`src/rtl/qsn_shift_sequencer_pkg.sv`:
```
// Shared definitions for the QSN shift sequencer: source-select encodings,
// FSM states, table entry layout and the source-select decoder.
package qsn_shift_sequencer_pkg;

  localparam int QSN_SEL_W   = 2;
  localparam int QSN_ENTRY_W = 9;

  localparam logic [QSN_SEL_W-1:0] SRC_IN0 = 2'd0;
  localparam logic [QSN_SEL_W-1:0] SRC_IN1 = 2'd1;
  localparam logic [QSN_SEL_W-1:0] SRC_IN2 = 2'd2;

  typedef enum logic [1:0] {
    IDLE  = 2'd0,
    RUN   = 2'd1,
    DRAIN = 2'd2
  } seq_state_e;

  typedef struct packed {
    logic       inSrc;
    logic [2:0] bit0Src;
  } src_dec_t;

  // The reserved code 3 falls back to the in0 routing.
  function automatic src_dec_t decodeSrc(input logic [QSN_SEL_W-1:0] sel);
    src_dec_t dec;
    case (sel)
      SRC_IN0: dec = '{inSrc: 1'b0, bit0Src: 3'b001};
      SRC_IN1: dec = '{inSrc: 1'b1, bit0Src: 3'b010};
      SRC_IN2: dec = '{inSrc: 1'b1, bit0Src: 3'b100};
      default: dec = '{inSrc: 1'b0, bit0Src: 3'b001};
    endcase
    return dec;
  endfunction

endpackage

```
`src/rtl/qsn_seq_tag_pipe.sv`:
```
// Fixed-depth delay line carrying {valid, tag} so tags line up with the
// permuted data leaving the QSN pipeline.
module qsn_seq_tag_pipe #(
  parameter int DEPTH = 2,
  parameter int TAG_W = 5
) (
  input  logic             clk_i,
  input  logic             rst_i,
  input  logic             valid_i,
  input  logic [TAG_W-1:0] tag_i,
  output logic             valid_o,
  output logic [TAG_W-1:0] tag_o
);

  logic [TAG_W:0] stage_q [DEPTH];

  always_ff @(posedge clk_i or posedge rst_i) begin
    if (rst_i) begin
      for (int i = 0; i < DEPTH; i++) stage_q[i] <= '0;
    end else begin
      stage_q[0] <= {valid_i, tag_i};
      for (int i = 1; i < DEPTH; i++) stage_q[i] <= stage_q[i-1];
    end
  end

  assign valid_o = stage_q[DEPTH-1][TAG_W];
  assign tag_o   = stage_q[DEPTH-1][TAG_W-1:0];

endmodule

```
`src/rtl/qsn_shift_sequencer.sv`:
```
// Walks the per-layer submatrix table and issues QSN shift / source-select
// controls with aligned valid/tag. Define QSN_SEQ_SHIFT_CHK_EN for entry checking.
module qsn_shift_sequencer
  import qsn_shift_sequencer_pkg::*;
#(
  parameter int CHECK_PARALLELISM     = 85,
  parameter int BITWIDTH_SHIFT_FACTOR = QSN_ENTRY_W - QSN_SEL_W,
  parameter int LAYER_NUM             = 4,
  parameter int COL_NUM               = 8,
  parameter int PIPE_LAT              = 2,
  parameter int TBL_AW                = 5
) (
  input  logic                                     sys_clk,
  input  logic                                     rst,
  input  logic                                     cfg_we,
  input  logic [TBL_AW-1:0]                        cfg_addr,
  input  logic [BITWIDTH_SHIFT_FACTOR+QSN_SEL_W-1:0] cfg_data,
  input  logic                                     start,
  input  logic                                     stall,
  output logic                                     busy,
  output logic                                     done,
  output logic [BITWIDTH_SHIFT_FACTOR-1:0]         shift_factor,
  output logic                                     sw_in_src,
  output logic [2:0]                               sw_in_bit0_src,
  output logic                                     zero_shift,
  output logic                                     issue_valid,
  output logic                                     out_valid,
  output logic [$clog2(LAYER_NUM)-1:0]             out_layer,
  output logic [$clog2(COL_NUM)-1:0]               out_col,
  output logic                                     cfg_err
);

  localparam int SW        = BITWIDTH_SHIFT_FACTOR;
  localparam int ENTRY_W   = SW + QSN_SEL_W;
  localparam int LW        = $clog2(LAYER_NUM);
  localparam int CW        = $clog2(COL_NUM);
  localparam int DW        = $clog2(PIPE_LAT + 1);
  localparam int TBL_DEPTH = LAYER_NUM * COL_NUM;

  localparam logic [LW-1:0] LAST_LAYER = LW'(LAYER_NUM - 1);
  localparam logic [CW-1:0] LAST_COL   = CW'(COL_NUM - 1);
  localparam logic [DW-1:0] LAST_DRAIN = DW'(PIPE_LAT - 1);

  seq_state_e          state_q, state_d;
  logic [LW-1:0]       layer_q, layer_d, issueLayer_q, issueLayer_d;
  logic [CW-1:0]       col_q, col_d, issueCol_q, issueCol_d;
  logic [DW-1:0]       drainCnt_q, drainCnt_d;
  logic                issueValid_q, issueValid_d;
  logic [SW-1:0]       shift_q, shift_d;
  logic                swInSrc_q, swInSrc_d;
  logic [2:0]          bit0Src_q, bit0Src_d;
  logic                zeroShift_q, zeroShift_d;
  logic                done_q, done_d;

  logic [ENTRY_W-1:0]  tbl_q [TBL_DEPTH];
  logic                tblWe;
  logic [TBL_AW-1:0]   rdAddr;
  logic [ENTRY_W-1:0]  rdEntry;
  logic [SW-1:0]       rdShift, effShift;
  logic [QSN_SEL_W-1:0] rdSel;
  src_dec_t            rdDec;
  logic                issueNow;

  // Writes past the populated table are dropped when the address space is larger.
  if ((2 ** TBL_AW) > TBL_DEPTH) begin : gAddrChk
    assign tblWe = cfg_we && (cfg_addr < TBL_AW'(TBL_DEPTH));
  end else begin : gNoAddrChk
    assign tblWe = cfg_we;
  end

  always_ff @(posedge sys_clk) begin
    if (tblWe) tbl_q[cfg_addr] <= cfg_data;
  end

  assign rdAddr   = TBL_AW'(layer_q) * TBL_AW'(COL_NUM) + TBL_AW'(col_q);
  assign rdEntry  = tbl_q[rdAddr];
  assign rdShift  = rdEntry[SW-1:0];
  assign rdSel    = rdEntry[ENTRY_W-1 -: QSN_SEL_W];
  assign rdDec    = decodeSrc(rdSel);
  assign issueNow = (state_q == RUN) && !stall;

`ifdef QSN_SEQ_SHIFT_CHK_EN
  logic entryBad;
  logic cfgErr_q;

  assign entryBad = (rdShift >= SW'(CHECK_PARALLELISM)) || (&rdSel);
  assign effShift = entryBad ? '0 : rdShift;

  always_ff @(posedge sys_clk or posedge rst) begin
    if (rst)                       cfgErr_q <= 1'b0;
    else if (issueNow && entryBad) cfgErr_q <= 1'b1;
  end

  assign cfg_err = cfgErr_q;
`else
  assign effShift = rdShift;
  assign cfg_err  = 1'b0;
`endif

  always_comb begin
    state_d      = state_q;
    layer_d      = layer_q;
    col_d        = col_q;
    drainCnt_d   = drainCnt_q;
    issueValid_d = 1'b0;
    shift_d      = shift_q;
    swInSrc_d    = swInSrc_q;
    bit0Src_d    = bit0Src_q;
    zeroShift_d  = zeroShift_q;
    issueLayer_d = issueLayer_q;
    issueCol_d   = issueCol_q;
    done_d       = 1'b0;

    case (state_q)
      IDLE: begin
        // done_q marks the cycle busy has just dropped; a start there is ignored.
        if (start && !done_q) begin
          state_d = RUN;
          layer_d = '0;
          col_d   = '0;
        end
      end
      RUN: begin
        if (issueNow) begin
          issueValid_d = 1'b1;
          shift_d      = effShift;
          swInSrc_d    = rdDec.inSrc;
          bit0Src_d    = rdDec.bit0Src;
          zeroShift_d  = (effShift == '0);
          issueLayer_d = layer_q;
          issueCol_d   = col_q;
          if (col_q == LAST_COL) begin
            col_d = '0;
            if (layer_q == LAST_LAYER) begin
              layer_d    = '0;
              drainCnt_d = '0;
              state_d    = DRAIN;
            end else begin
              layer_d = layer_q + 1'b1;
            end
          end else begin
            col_d = col_q + 1'b1;
          end
        end
      end
      DRAIN: begin
        if (drainCnt_q == LAST_DRAIN) begin
          drainCnt_d = '0;
          done_d     = 1'b1;
          state_d    = IDLE;
        end else begin
          drainCnt_d = drainCnt_q + 1'b1;
        end
      end
      default: state_d = IDLE;
    endcase
  end

  always_ff @(posedge sys_clk or posedge rst) begin
    if (rst) begin
      state_q      <= IDLE;
      layer_q      <= '0;
      col_q        <= '0;
      drainCnt_q   <= '0;
      issueValid_q <= 1'b0;
      shift_q      <= '0;
      swInSrc_q    <= 1'b0;
      bit0Src_q    <= '0;
      zeroShift_q  <= 1'b0;
      issueLayer_q <= '0;
      issueCol_q   <= '0;
      done_q       <= 1'b0;
    end else begin
      state_q      <= state_d;
      layer_q      <= layer_d;
      col_q        <= col_d;
      drainCnt_q   <= drainCnt_d;
      issueValid_q <= issueValid_d;
      shift_q      <= shift_d;
      swInSrc_q    <= swInSrc_d;
      bit0Src_q    <= bit0Src_d;
      zeroShift_q  <= zeroShift_d;
      issueLayer_q <= issueLayer_d;
      issueCol_q   <= issueCol_d;
      done_q       <= done_d;
    end
  end

  qsn_seq_tag_pipe #(
    .DEPTH (PIPE_LAT),
    .TAG_W (LW + CW)
  ) u_tag_pipe (
    .clk_i   (sys_clk),
    .rst_i   (rst),
    .valid_i (issueValid_q),
    .tag_i   ({issueLayer_q, issueCol_q}),
    .valid_o (out_valid),
    .tag_o   ({out_layer, out_col})
  );

  assign busy           = (state_q != IDLE);
  assign done           = done_q;
  assign shift_factor   = shift_q;
  assign sw_in_src      = swInSrc_q;
  assign sw_in_bit0_src = bit0Src_q;
  assign zero_shift     = zeroShift_q;
  assign issue_valid    = issueValid_q;

endmodule

```
`config.mk`:
```
export PLATFORM = sky130hd
export DESIGN_NAME = qsn_shift_sequencer
export DESIGN_NICKNAME = d
export VERILOG_FILES = /design/src/rtl/qsn_shift_sequencer_pkg.sv /design/src/rtl/qsn_seq_tag_pipe.sv /design/src/rtl/qsn_shift_sequencer.sv
export SDC_FILE = /design/constraint.sdc
export NUM_CORES = 1
export LEC_CHECK = 0
export CAP_MARGIN = 20
export CORE_MARGIN = 2
export CORE_UTILIZATION = 55
export DETAILED_ROUTE_END_ITERATION = 12
export MAX_ROUTING_LAYER = met4
export PLACE_DENSITY = 0.84
export SYNTH_ARGS = -nofsm -noshare
export SYNTH_HDL_FRONTEND = slang
export SYNTH_SLANG_ARGS = --single-unit
```
`constraint.sdc`:
```
create_clock -name sys_clk -period 5.7 [get_ports sys_clk]
set_input_delay 1.14 -clock sys_clk [delete_from_list [all_inputs] [get_ports sys_clk]]
set_output_delay 1.14 -clock sys_clk [all_outputs]
set_load 0.02 [all_outputs]
```
==> results.toml <==
[clock_network]
cts_root_buf = "clkbuf_16"
ctsHoldBuffers = 0
htree_levels = 1
clkSlewWorstSetupHoldPaths_ns = 0.06
cts_buffers = 31
cts.sinks = 328
cts_max_path_buffers = 3
insertion_delay_ns = 0.56
cts-resized-gates = 0
post-cts-setup-buffers = 0
cts_tree = "yes"

[die]
boundaryPins = 41
die_w_um = 156.8
coreArea_um2 = 22780
initial_core_util = 0.5641
fp.dieArea_um2 = 24600
std_cell_rows = 55
die_y_um = 156.8

[synthesis]
avgSynthCellArea_um2 = 19.83
ys_seq_area_frac = 0.7510
synthCells = 648
synth.yosys.warnings = 0
syn-cell-area_um2 = 12850
netlist.area_leader.share = 0.6731
synth_enable_flop_cells = 288
synthFlopType = "edfxtp_1"
synth-async-reset-ratio = 0.1220
syn-num-nets = 672
synth_seq_cells = 328
synth.distinct_cells = 46
yosys-top-cells-area = "edfxtp_1 67%, mux4_2 9.6%, dfrtp_1 7.8%"
synth_top_area_cell = "edfxtp_1"

[timing]
min_period_ns = 3.493
tightest_slew_ns = 1.093
drv_slew = 0
skew_ns = 0.008690
min_period_over_period = 0.6128
tns_ns = 0
timing.fmax_mhz = 286.3
rsz0062_at_grt = "no"
hold_viol = 0
setup_violations = 0
slew_headroom = 0.2692

[critical_path]
crit_arrival_ns = 3.96
setup.worst_path.start_class = "flip-flop"
crit_chain = "buf_4 > mux4_1 > mux4_2 > nand2_1 > and2_1 > inv_1 > ha_1 > o21ai_0"
cpPeakStageDelay_ns = 0.86
required_ns = 6.17
crit_fanout = 39
cp_top_family = "multiplexers"
cp_slowest_cell = "dfrtp_4"
end_kind = "flip-flop"
critPathKind = "reg -> reg"
crit_buf_inv = 2

[global_routing]
grt_pass1_wl_um = 40160
grt_pass1_vias = 6469
grt_use_total = 0.2319
grt-ovfl-total = 0
grt_start_max_net_pins = 52
antenna_found_initial = 0

[place]
dp.cells = 975
io_buffer_count = 39
placedInstanceArea_um2 = 13460
place_hpwl_um = 16180
place_congestion = 0.8513

[routing]
wl_per_cell_um = 25.89
drc = 0
vias = 6503
wl_um = 26850
drt_iter0_drc = 781
dr.pass1.iters = 5
ant_nets = 0
viasPerCell = 6.271

[status]
status = "completed"

[finish]
layout_common_cells = "288 x edfxtp_1, 55 x mux4_2, 44 x nor2_1"
final_nets = 723
layout_commonest_cell = "edfxtp_1"
design_area_um2 = 14600
fin_util = 0.6408
antenna_cells = 0
fin_cells = 1037
final_layout_size_suffix_gt1_frac = 0.1892
areaGrowthSynthToFinish_pct = 13.59

[worst_hold_path]
hp-class = "reg -> reg"

[pwr]
leakagePower_uw = 0.004914
irDropWorstVdd_uv = 267.0
power_density_nw_per_um2 = 442.1

[flow_run]
cap_violations = 0
==> routing by layer <==
layer,track usage,wire length (um),vias to the layer above,share of wire
met5,-,0,-,0
met1,0.3244,10520,3331,0.39
met2,0.3565,12920,400,0.48
li1,-,-,2717,-
met3,0.04680,2708,55,0.10
met4,0.06073,703,0,0.026
==> registers in the layout (all words and copies together) (netlist names), 2 cells and up <==
| register | flops |
|---|---|
| col_q | 3 |
| tbl_q | 288 |
| u_tag_pipe.stage_q | 6 |
| u_tag_pipe.tag_o | 5 |
| shift_factor | 7 |
| layer_q | 2 |
| drainCnt_q | 2 |
| sw_in_bit0_src | 3 |
| issueLayer_q | 2 |
| issueCol_q | 3 |
| state_q | 2 |
==> layout make-up <==
class,instances,area [um^2]
Clock buffer,42,909.6
Clock inverter,16,140.1
Fill cell,1441,8183
Inverter,7,26.28
Multi-Input combinational cell,279,2928
Sequential cell,328,9657
Tap cell,313,391.6
Timing Repair Buffer,52,543.0
==> report_power, final <==
| group | switching (uW) | total, uW | internal (uW) |
|---|---|---|---|
| combinational | 719 | 1430 | 712 |
| sequential | 209 | 2940 | 2740 |
| clock | 866 | 2080 | 1210 |
| total | 1790 | 6450 | 4660 |
==> per-stage QoR <==
step / hold WS, ns / power, uW / worst slack (ns)
after floorplan: 0.3312 / 3974 / 3.124
after global placement: 0.3322 / 4356 / 2.284
after detailed placement: 0.3347 / 4404 / 2.215
after CTS: 0.3471 / 6461 / 2.196
after global routing: 0.3546 / 6672 / 1.981
final: 0.3476 / 6453 / 2.207
==> logic make-up (layout without fill, tap and decap cells) <==
group | Yosys count | count (layout) | synth area share
compound gates | 52 | 52 | 0.02727
fa+ha+maj | 5 | 5 | 0.004869
buf+inv | 41 | 117 | 0.02113
flops | 328 | 328 | 0.7510
mux | 97 | 97 | 0.1500
other cells | 1 | 1 | 0.0002919
simple gates | 124 | 124 | 0.04548
==> cells in the mapped netlist, types with 6 or more instances <==
cell type / number
nand2_1: 40
buf_4: 12
nor2_1: 44
edfxtp_1: 288
buf_2: 7
clkbuf_1: 7
nand3b_1: 8
mux4_2: 55
a221oi_1: 9
dfrtp_1: 40
o21ai_0: 15
mux2i_1: 20
mux4_1: 16
mux2_2: 6
a21oi_1: 9
==> worst paths after layout <==
path                                       startpoint                  end  slack (ns)  depth (start not counted)
worst max-delay path                         col_q[0]            sw_in_src        2.21                          8
worst min-delay path            u_tag_pipe.stage_q[7]  u_tag_pipe.tag_o[1]        0.35                          0
min in group asynchronous                         rst        drainCnt_q[1]        1.00                          3
worst min register to register  u_tag_pipe.stage_q[7]  u_tag_pipe.tag_o[1]        0.35                          0
worst max register to register               col_q[0]            sw_in_src        2.21                          8
max in group asynchronous                         rst             col_q[1]        4.31                          3
Power figures use the tool's default switching activity.
